[config.mk]
export PLATFORM = sky130hd
export DESIGN_NAME = led_seq_ctrl
export DESIGN_NICKNAME = d
export VERILOG_FILES = /design/src/rtl/led_seq_pkg.sv /design/src/rtl/pb_debounce.sv /design/src/rtl/led_seq_ctrl.sv
export SDC_FILE = /design/constraint.sdc
export NUM_CORES = 1
export LEC_CHECK = 0
export BUFFER_PORTS_ARGS = -buffer_cell sky130_fd_sc_hd__buf_2
export CAP_MARGIN = 20
export CORE_MARGIN = 2
export CORE_UTILIZATION = 65
export CTS_BUF_LIST = sky130_fd_sc_hd__clkbuf_4
export DETAILED_ROUTE_END_ITERATION = 7
export PLACE_DENSITY_LB_ADDON = 0.12
export SLEW_MARGIN = 20
export SYNTH_ARGS = -nofsm -noshare
export SYNTH_HDL_FRONTEND = slang
export SYNTH_HIERARCHICAL = 1
export SYNTH_SLANG_ARGS = --single-unit
[constraint.sdc]
create_clock -name clk -period 3.3 [get_ports clk]
set_input_delay 0.495 -clock clk [delete_from_list [all_inputs] [get_ports clk]]
set_output_delay 0.495 -clock clk [all_outputs]
set_load 0.005 [all_outputs]
[src/rtl/led_seq_pkg.sv]
// Shared definitions for the LED sequencer: state encodings, the all-zero
// pattern substitute and small pattern helpers used by the top-level FSM.
package led_seq_pkg;

    localparam int PAT_W = 8;

    typedef enum logic [1:0] {
        ST_IDLE  = 2'b00,
        ST_RUN   = 2'b01,
        ST_PAUSE = 2'b10
    } seq_state_t;

    // An all-dark pattern would rotate forever without showing anything.
    localparam logic [PAT_W-1:0] ZERO_PAT_SUB = 8'h01;

    function automatic logic [PAT_W-1:0] loadPattern(input logic [PAT_W-1:0] swVal);
        return (swVal == '0) ? ZERO_PAT_SUB : swVal;
    endfunction

    function automatic logic [PAT_W-1:0] rotatePattern(input logic [PAT_W-1:0] pat,
                                                      input logic              dir);
        return dir ? {pat[0], pat[PAT_W-1:1]} : {pat[PAT_W-2:0], pat[PAT_W-1]};
    endfunction

endpackage

[src/rtl/pb_debounce.sv]
// Synchronises and debounces one active-low pushbutton and emits a single
// pulse when the settled level falls.
module pb_debounce #(
    parameter int DEB_CYCLES = 250000
) (
    input  logic clk,
    input  logic rst,
    input  logic pb_n,
    output logic level,
    output logic press
);

    localparam int              DEB_W    = $clog2(DEB_CYCLES + 1);
    localparam logic [DEB_W-1:0] DEB_LAST = DEB_W'(DEB_CYCLES - 1);

    logic             r_sync1;
    logic             r_sync2;
    logic             r_level;
    logic             r_press;
    logic             r_armed;
    logic [DEB_W-1:0] r_cnt;
    logic [DEB_W-1:0] r_relCnt;

    // Presses stay disarmed after reset until a full run of released samples
    // is seen, so a button held through reset cannot fire on its own.
    always_ff @(posedge clk) begin
        if (rst) begin
            r_sync1  <= 1'b1;
            r_sync2  <= 1'b1;
            r_level  <= 1'b1;
            r_press  <= 1'b0;
            r_armed  <= 1'b0;
            r_cnt    <= '0;
            r_relCnt <= '0;
        end else begin
            r_sync1 <= pb_n;
            r_sync2 <= r_sync1;
            r_press <= 1'b0;

            if (r_sync2 == r_level) begin
                r_cnt <= '0;
            end else if (r_cnt == DEB_LAST) begin
                r_cnt   <= '0;
                r_level <= r_sync2;
                r_press <= r_armed & ~r_sync2;
            end else begin
                r_cnt <= r_cnt + DEB_W'(1);
            end

            if (!r_armed) begin
                if (!r_sync2) begin
                    r_relCnt <= '0;
                end else if (r_relCnt == DEB_LAST) begin
                    r_relCnt <= '0;
                    r_armed  <= 1'b1;
                end else begin
                    r_relCnt <= r_relCnt + DEB_W'(1);
                end
            end
        end
    end

    assign level = r_level;
    assign press = r_press;

endmodule

[src/rtl/led_seq_ctrl.sv]
// LED pattern sequencer: mirrors the switches in IDLE, rotates a loaded
// pattern in RUN and shows its complement while PAUSEd.
module led_seq_ctrl
    import led_seq_pkg::*;
#(
    parameter int DEB_CYCLES  = 250000,
    parameter int STEP_CYCLES = 12500000
) (
    input  logic       clk,
    input  logic       rst,
    input  logic [7:0] sw,
    input  logic       pba,
    input  logic       pbb,
    output logic [7:0] led,
    output logic [1:0] mode
);

    localparam int                STEP_W    = (STEP_CYCLES > 1) ? $clog2(STEP_CYCLES) : 1;
    localparam logic [STEP_W-1:0] STEP_LAST = STEP_W'(STEP_CYCLES - 1);

    logic              w_levelA;
    logic              w_levelB;
    logic              w_pulseA;
    logic              w_pulseB;
    logic              w_pressA;
    logic              w_pressB;
    logic              w_stepTerm;

    seq_state_t        r_state;
    logic [PAT_W-1:0]  r_pat;
    logic              r_dir;
    logic [STEP_W-1:0] r_stepCnt;
    logic [PAT_W-1:0]  r_led;

    pb_debounce #(.DEB_CYCLES(DEB_CYCLES)) u_debA (
        .clk   (clk),
        .rst   (rst),
        .pb_n  (pba),
        .level (w_levelA),
        .press (w_pulseA)
    );

    pb_debounce #(.DEB_CYCLES(DEB_CYCLES)) u_debB (
        .clk   (clk),
        .rst   (rst),
        .pb_n  (pbb),
        .level (w_levelB),
        .press (w_pulseB)
    );

    // A pulse always coincides with the settled level reading pressed.
    assign w_pressA   = w_pulseA & ~w_levelA;
    assign w_pressB   = w_pulseB & ~w_levelB;
    assign w_stepTerm = (r_stepCnt == STEP_LAST);

    always_ff @(posedge clk) begin
        if (rst) begin
            r_state   <= ST_IDLE;
            r_pat     <= '0;
            r_dir     <= 1'b0;
            r_stepCnt <= '0;
            r_led     <= '0;
        end else begin
            case (r_state)
                ST_RUN:   r_led <= r_pat;
                ST_PAUSE: r_led <= ~r_pat;
                default:  r_led <= sw;
            endcase

            if (w_pressA && w_pressB) begin
                r_state   <= ST_IDLE;
                r_pat     <= '0;
                r_stepCnt <= '0;
            end else begin
                case (r_state)
                    ST_IDLE: begin
                        if (w_pressA) begin
                            r_pat     <= loadPattern(sw);
                            r_stepCnt <= '0;
                            r_state   <= ST_RUN;
                        end else if (w_pressB) begin
                            r_dir <= ~r_dir;
                        end
                    end
                    ST_RUN: begin
                        if (w_pressA) begin
                            r_pat     <= loadPattern(sw);
                            r_stepCnt <= '0;
                        end else begin
                            // A pause request still lets a due rotate land.
                            if (w_stepTerm) begin
                                r_pat     <= rotatePattern(r_pat, r_dir);
                                r_stepCnt <= '0;
                            end else if (!w_pressB) begin
                                r_stepCnt <= r_stepCnt + STEP_W'(1);
                            end
                            if (w_pressB) begin
                                r_state <= ST_PAUSE;
                            end
                        end
                    end
                    ST_PAUSE: begin
                        if (w_pressA) begin
                            r_pat     <= loadPattern(sw);
                            r_stepCnt <= '0;
                            r_state   <= ST_RUN;
                        end else if (w_pressB) begin
                            r_state <= ST_RUN;
                        end
                    end
                    default: begin
                        r_state <= ST_IDLE;
                    end
                endcase
            end
        end
    end

    assign led  = r_led;
    assign mode = r_state;

endmodule

==> key figures <==
Setup path
  • Crit Path Class: register to register
  • CP Max Fanout: 14
  • Crit path max-delay family: simple AND/OR/NAND/NOR gates
  • CP Launch Type: register
  • Reg-to-Reg Start: mode[0]
  • Crit-path cells: inv_1, ha_1, nor2_1, nand2_1, a21oi_1, or3b_2, o211ai_1
  • Slowest CP cell: or3b_2
  • CP endpoint kind: register
  • Crit path largest cell delay: about 0.48 ns
  • Buf/Inv on CP: 1
  • Worst EP required: about 3.8 ns
  • Worst Path Arrival: around 3.1 ns
  • Worst setup path startpoint: mode[0]

STA
  • Fmax: roughly 370 MHz
  • Final setup viols: 0
  • Slew headroom: a little over a third
  • WHS: 0.129 ns
  • Final Cycle Share: 80.8%
  • Clock Skews: between 0.015 and 0.02 ns
  • Minimum clock period: between 2 and 3 ns
  • RSZ-0062 raised after global routing: false
  • Final-report hold violation count: 0
  • Worst-margin pin slew: 0.952 ns
  • Setup TNS: 0 ns
  • Slew Viols, Final: 0

Floorplan
  • Die H: between 100 and 150 um
  • Die width: approximately 100 um
  • Area of the die: around 11000 um2
  • Initial Utilization: 67.0%
  • Top Ports: 22
  • # rows: 36
  • Core area: roughly 9800 um2

Worst hold path
  • Hold Crit Start: pba
  • Worst min-delay path class: primary input to register

Clock network
  • Post-CTS Setup Bufs: 0
  • Clock buffer depth: 2
  • Clock slew at reported path FFs: between 0.1 and 0.15 ns
  • Post-cts resize count: 0
  • Worst-Skew Late Latency: roughly 0.54 ns
  • TritonCTS buffer count: 17
  • CTS tree: built
  • CTS root buffer: clkbuf_4
  • CTS sink cnt: ~130
  • H-tree depth: 4
  • # hold bufs at CTS: 0

Logic synthesis
  • Sequential area share after synthesis: a little under two fifths
  • Cells after Synth: 801
  • Area of the mapped netlist: ~6600 um2
  • Post-synth EDFFs: 0
  • Post-synth ARST share: 0%
  • Yosys warns: 6
  • Post-synthesis register bit count: 125
  • Synth area leader: dfxtp_1
  • Syn nets: 823
  • Post-synth cell types: 69
  • Synth area leaders: dfxtp_1 (38%), nor2_1 (5.5%), nand2_1 (5.0%)
  • Post-synth top flop: dfxtp_1
  • Post-Syn Area per Cell: between 8 and 9 um2
  • Share of the synthesized area in the top cell type: between 30% and 40%

Drt
  • DRC violations left: 0
  • DR pass1 iterations: 5
  • First DRT Iteration DRCs: 388
  • DR WL/cell: 15.5 um
  • Aggregate routed wire length: approximately 15000 um
  • Via Count: about 5900
  • Avg Vias per Cell: between 6 and 7
  • Routed Antenna Nets: 0

Layout
  • Diode count: 0
  • P&R area growth vs syn: 6.22%
  • Layout cells sized above 1: 10.9%
  • Post-Layout Inst Area: 6990 um2
  • Post-route insts no fill: 950
  • Nets: slightly above 800

GRT
  • Gr ovfl total: 0
  • Initial antenna violation count: 0
  • Largest net degree at the start of global routing: 35
  • First-pass GRT wire length: about 26000 um
  • Number of global-route vias before repair: 5583
  • Total GRT Usage: between 20 and 30%

Pwr
  • Leakage: between 2 and 2.5 nW
  • PwrDens: between 400 and 500 nW/um2
  • Pwr Total: about 3.1 mW
  • Peak supply drop: between 0.3 and 0.4 mV

Job
  • Max-cap violations: 0

Placement
  • Post-Place Cell Area: 6680 um2
  • GP Congestion: approximately 0.89
  • Placed insts: about 920
  • Port bufs: 21
  • DP HPWL: approximately 9900 um

Outcome
  • Status: complete, no violations
## power by group
part,total (mW),switching (mW),internal (mW)
logic,0.409,0.257,0.153
registers,1.59,0.0383,1.55
clock network,1.13,0.596,0.532
## synthesized netlist by cell type (11+ instances only)
library cell and n:
nor3_1 11, nor4_1 17, nor2b_1 12, clkbuf_1 28, a211oi_1 16, o21ai_0 18, nand4_1 35, mux2i_1 16
nor2_1 97, nand2_1 87, and3_1 11, dfxtp_1 125, xor2_1 19, or3_1 16, xnor2_1 19, o211ai_1 12
nand3_1 59, or4_1 11, a21oi_1 39, a31oi_1 15, inv_1 12
## flip-flops by register name (all words and copies together) (netlist names)
name	cells
r_stepCnt	24
u_debA/r_cnt	18
u_debA/r_relCnt	18
u_debB/r_cnt	18
u_debB/r_relCnt	18
led	8
r_pat	8
mode	2
r_dir	1
u_debA/level	1
u_debA/press	1
u_debA/r_armed	1
u_debA/r_sync1	1
u_debA/r_sync2	1
u_debB/level	1
u_debB/press	1
u_debB/r_armed	1
u_debB/r_sync1	1
u_debB/r_sync2	1
## metrics by stage
stage	setup WS, ns	util, %
CTS	0.654	71.2
floorplan	1.11	-
global route	0.469	71.2
detailed placement	0.677	68.0
finish	0.633	71.2
global placement	0.847	68.0
## kinds of logic (layout without fill, tap and decap cells)
group | count (synthesis) | in the layout | synth area share [%]
xor gates and xnor gates | 38 | 38 | 5.06
adders and majority gates | 10 | 10 | 1.90
buffers and inverters | 56 | 72 | 4.11
DFF | 125 | 125 | 38.0
AOI/OAI and AO/OA | 136 | 136 | 14.0
and+or+nand+nor | 418 | 418 | 34.1
muxes | 18 | 18 | 2.78
## metal layers
layer / up-vias / global-route usage [%] / part of all wire [%]
met3: 12 / 7.42 / 5.1
met2: 191 / 47.1 / 48
met4: 0 / 7.71 / 0.97
met5: - / 0 / 0
met1: 2784 / 35.9 / 46
li1: 2925 / - / -
## layout by cell type (no fill, tap or decap), types with 7 or more instances in the layout
| master | netlist | layout |
|---|---|---|
| a211oi_1 | 16 | 16 |
| a21oi_1 | 39 | 39 |
| a31oi_1 | 15 | 15 |
| and3_1 | 11 | 11 |
| and4_1 | 8 | 8 |
| buf_2 | 9 | 21 |
| buf_4 | 1 | 7 |
| clkbuf_4 | 0 | 18 |
| dfxtp_1 | 125 | 125 |
| ha_1 | 10 | 10 |
| inv_1 | 12 | 12 |
| mux2i_1 | 16 | 16 |
| nand2_1 | 87 | 87 |
| nand3_1 | 59 | 59 |
| nand4_1 | 35 | 35 |
| nand4b_1 | 8 | 8 |
| nor2_1 | 97 | 97 |
| nor2b_1 | 12 | 12 |
| nor3_1 | 11 | 11 |
| nor4_1 | 17 | 17 |
| o211ai_1 | 12 | 12 |
| o21ai_0 | 18 | 18 |
| or2_2 | 7 | 7 |
| or3_1 | 16 | 16 |
| or4_1 | 11 | 11 |
| xnor2_1 | 19 | 19 |
| xor2_1 | 19 | 19 |
## layout make-up
class | count | area (um2)
Clock inverter | 14 | 171
Multi-Input combinational cell | 620 | 3810
Tap cell | 133 | 166
Clock buffer | 18 | 135
Sequential cell | 125 | 2500
Inverter | 12 | 45.0
Timing Repair Buffer | 28 | 158
Fill cell | 799 | 2830
## worst register-to-register path, stage by stage, from the launching register on
cell and delay, ns:
dfxtp_1 0.45, inv_1 0.09, ha_1 0.33, nor2_1 0.32, nand2_1 0.38, a21oi_1 0.44
or3b_2 0.48, o211ai_1 0.10
## worst paths after layout
path                     to  slack (ns)  cells after the start
max           r_stepCnt[15]        0.63                      7
max reg2reg   r_stepCnt[15]        0.63                      7
min          u_debA/r_sync1        0.13                      2
min reg2reg  u_debA/r_sync2        0.42                      1
No activity file was read; power rests on OpenSTA's default activity.
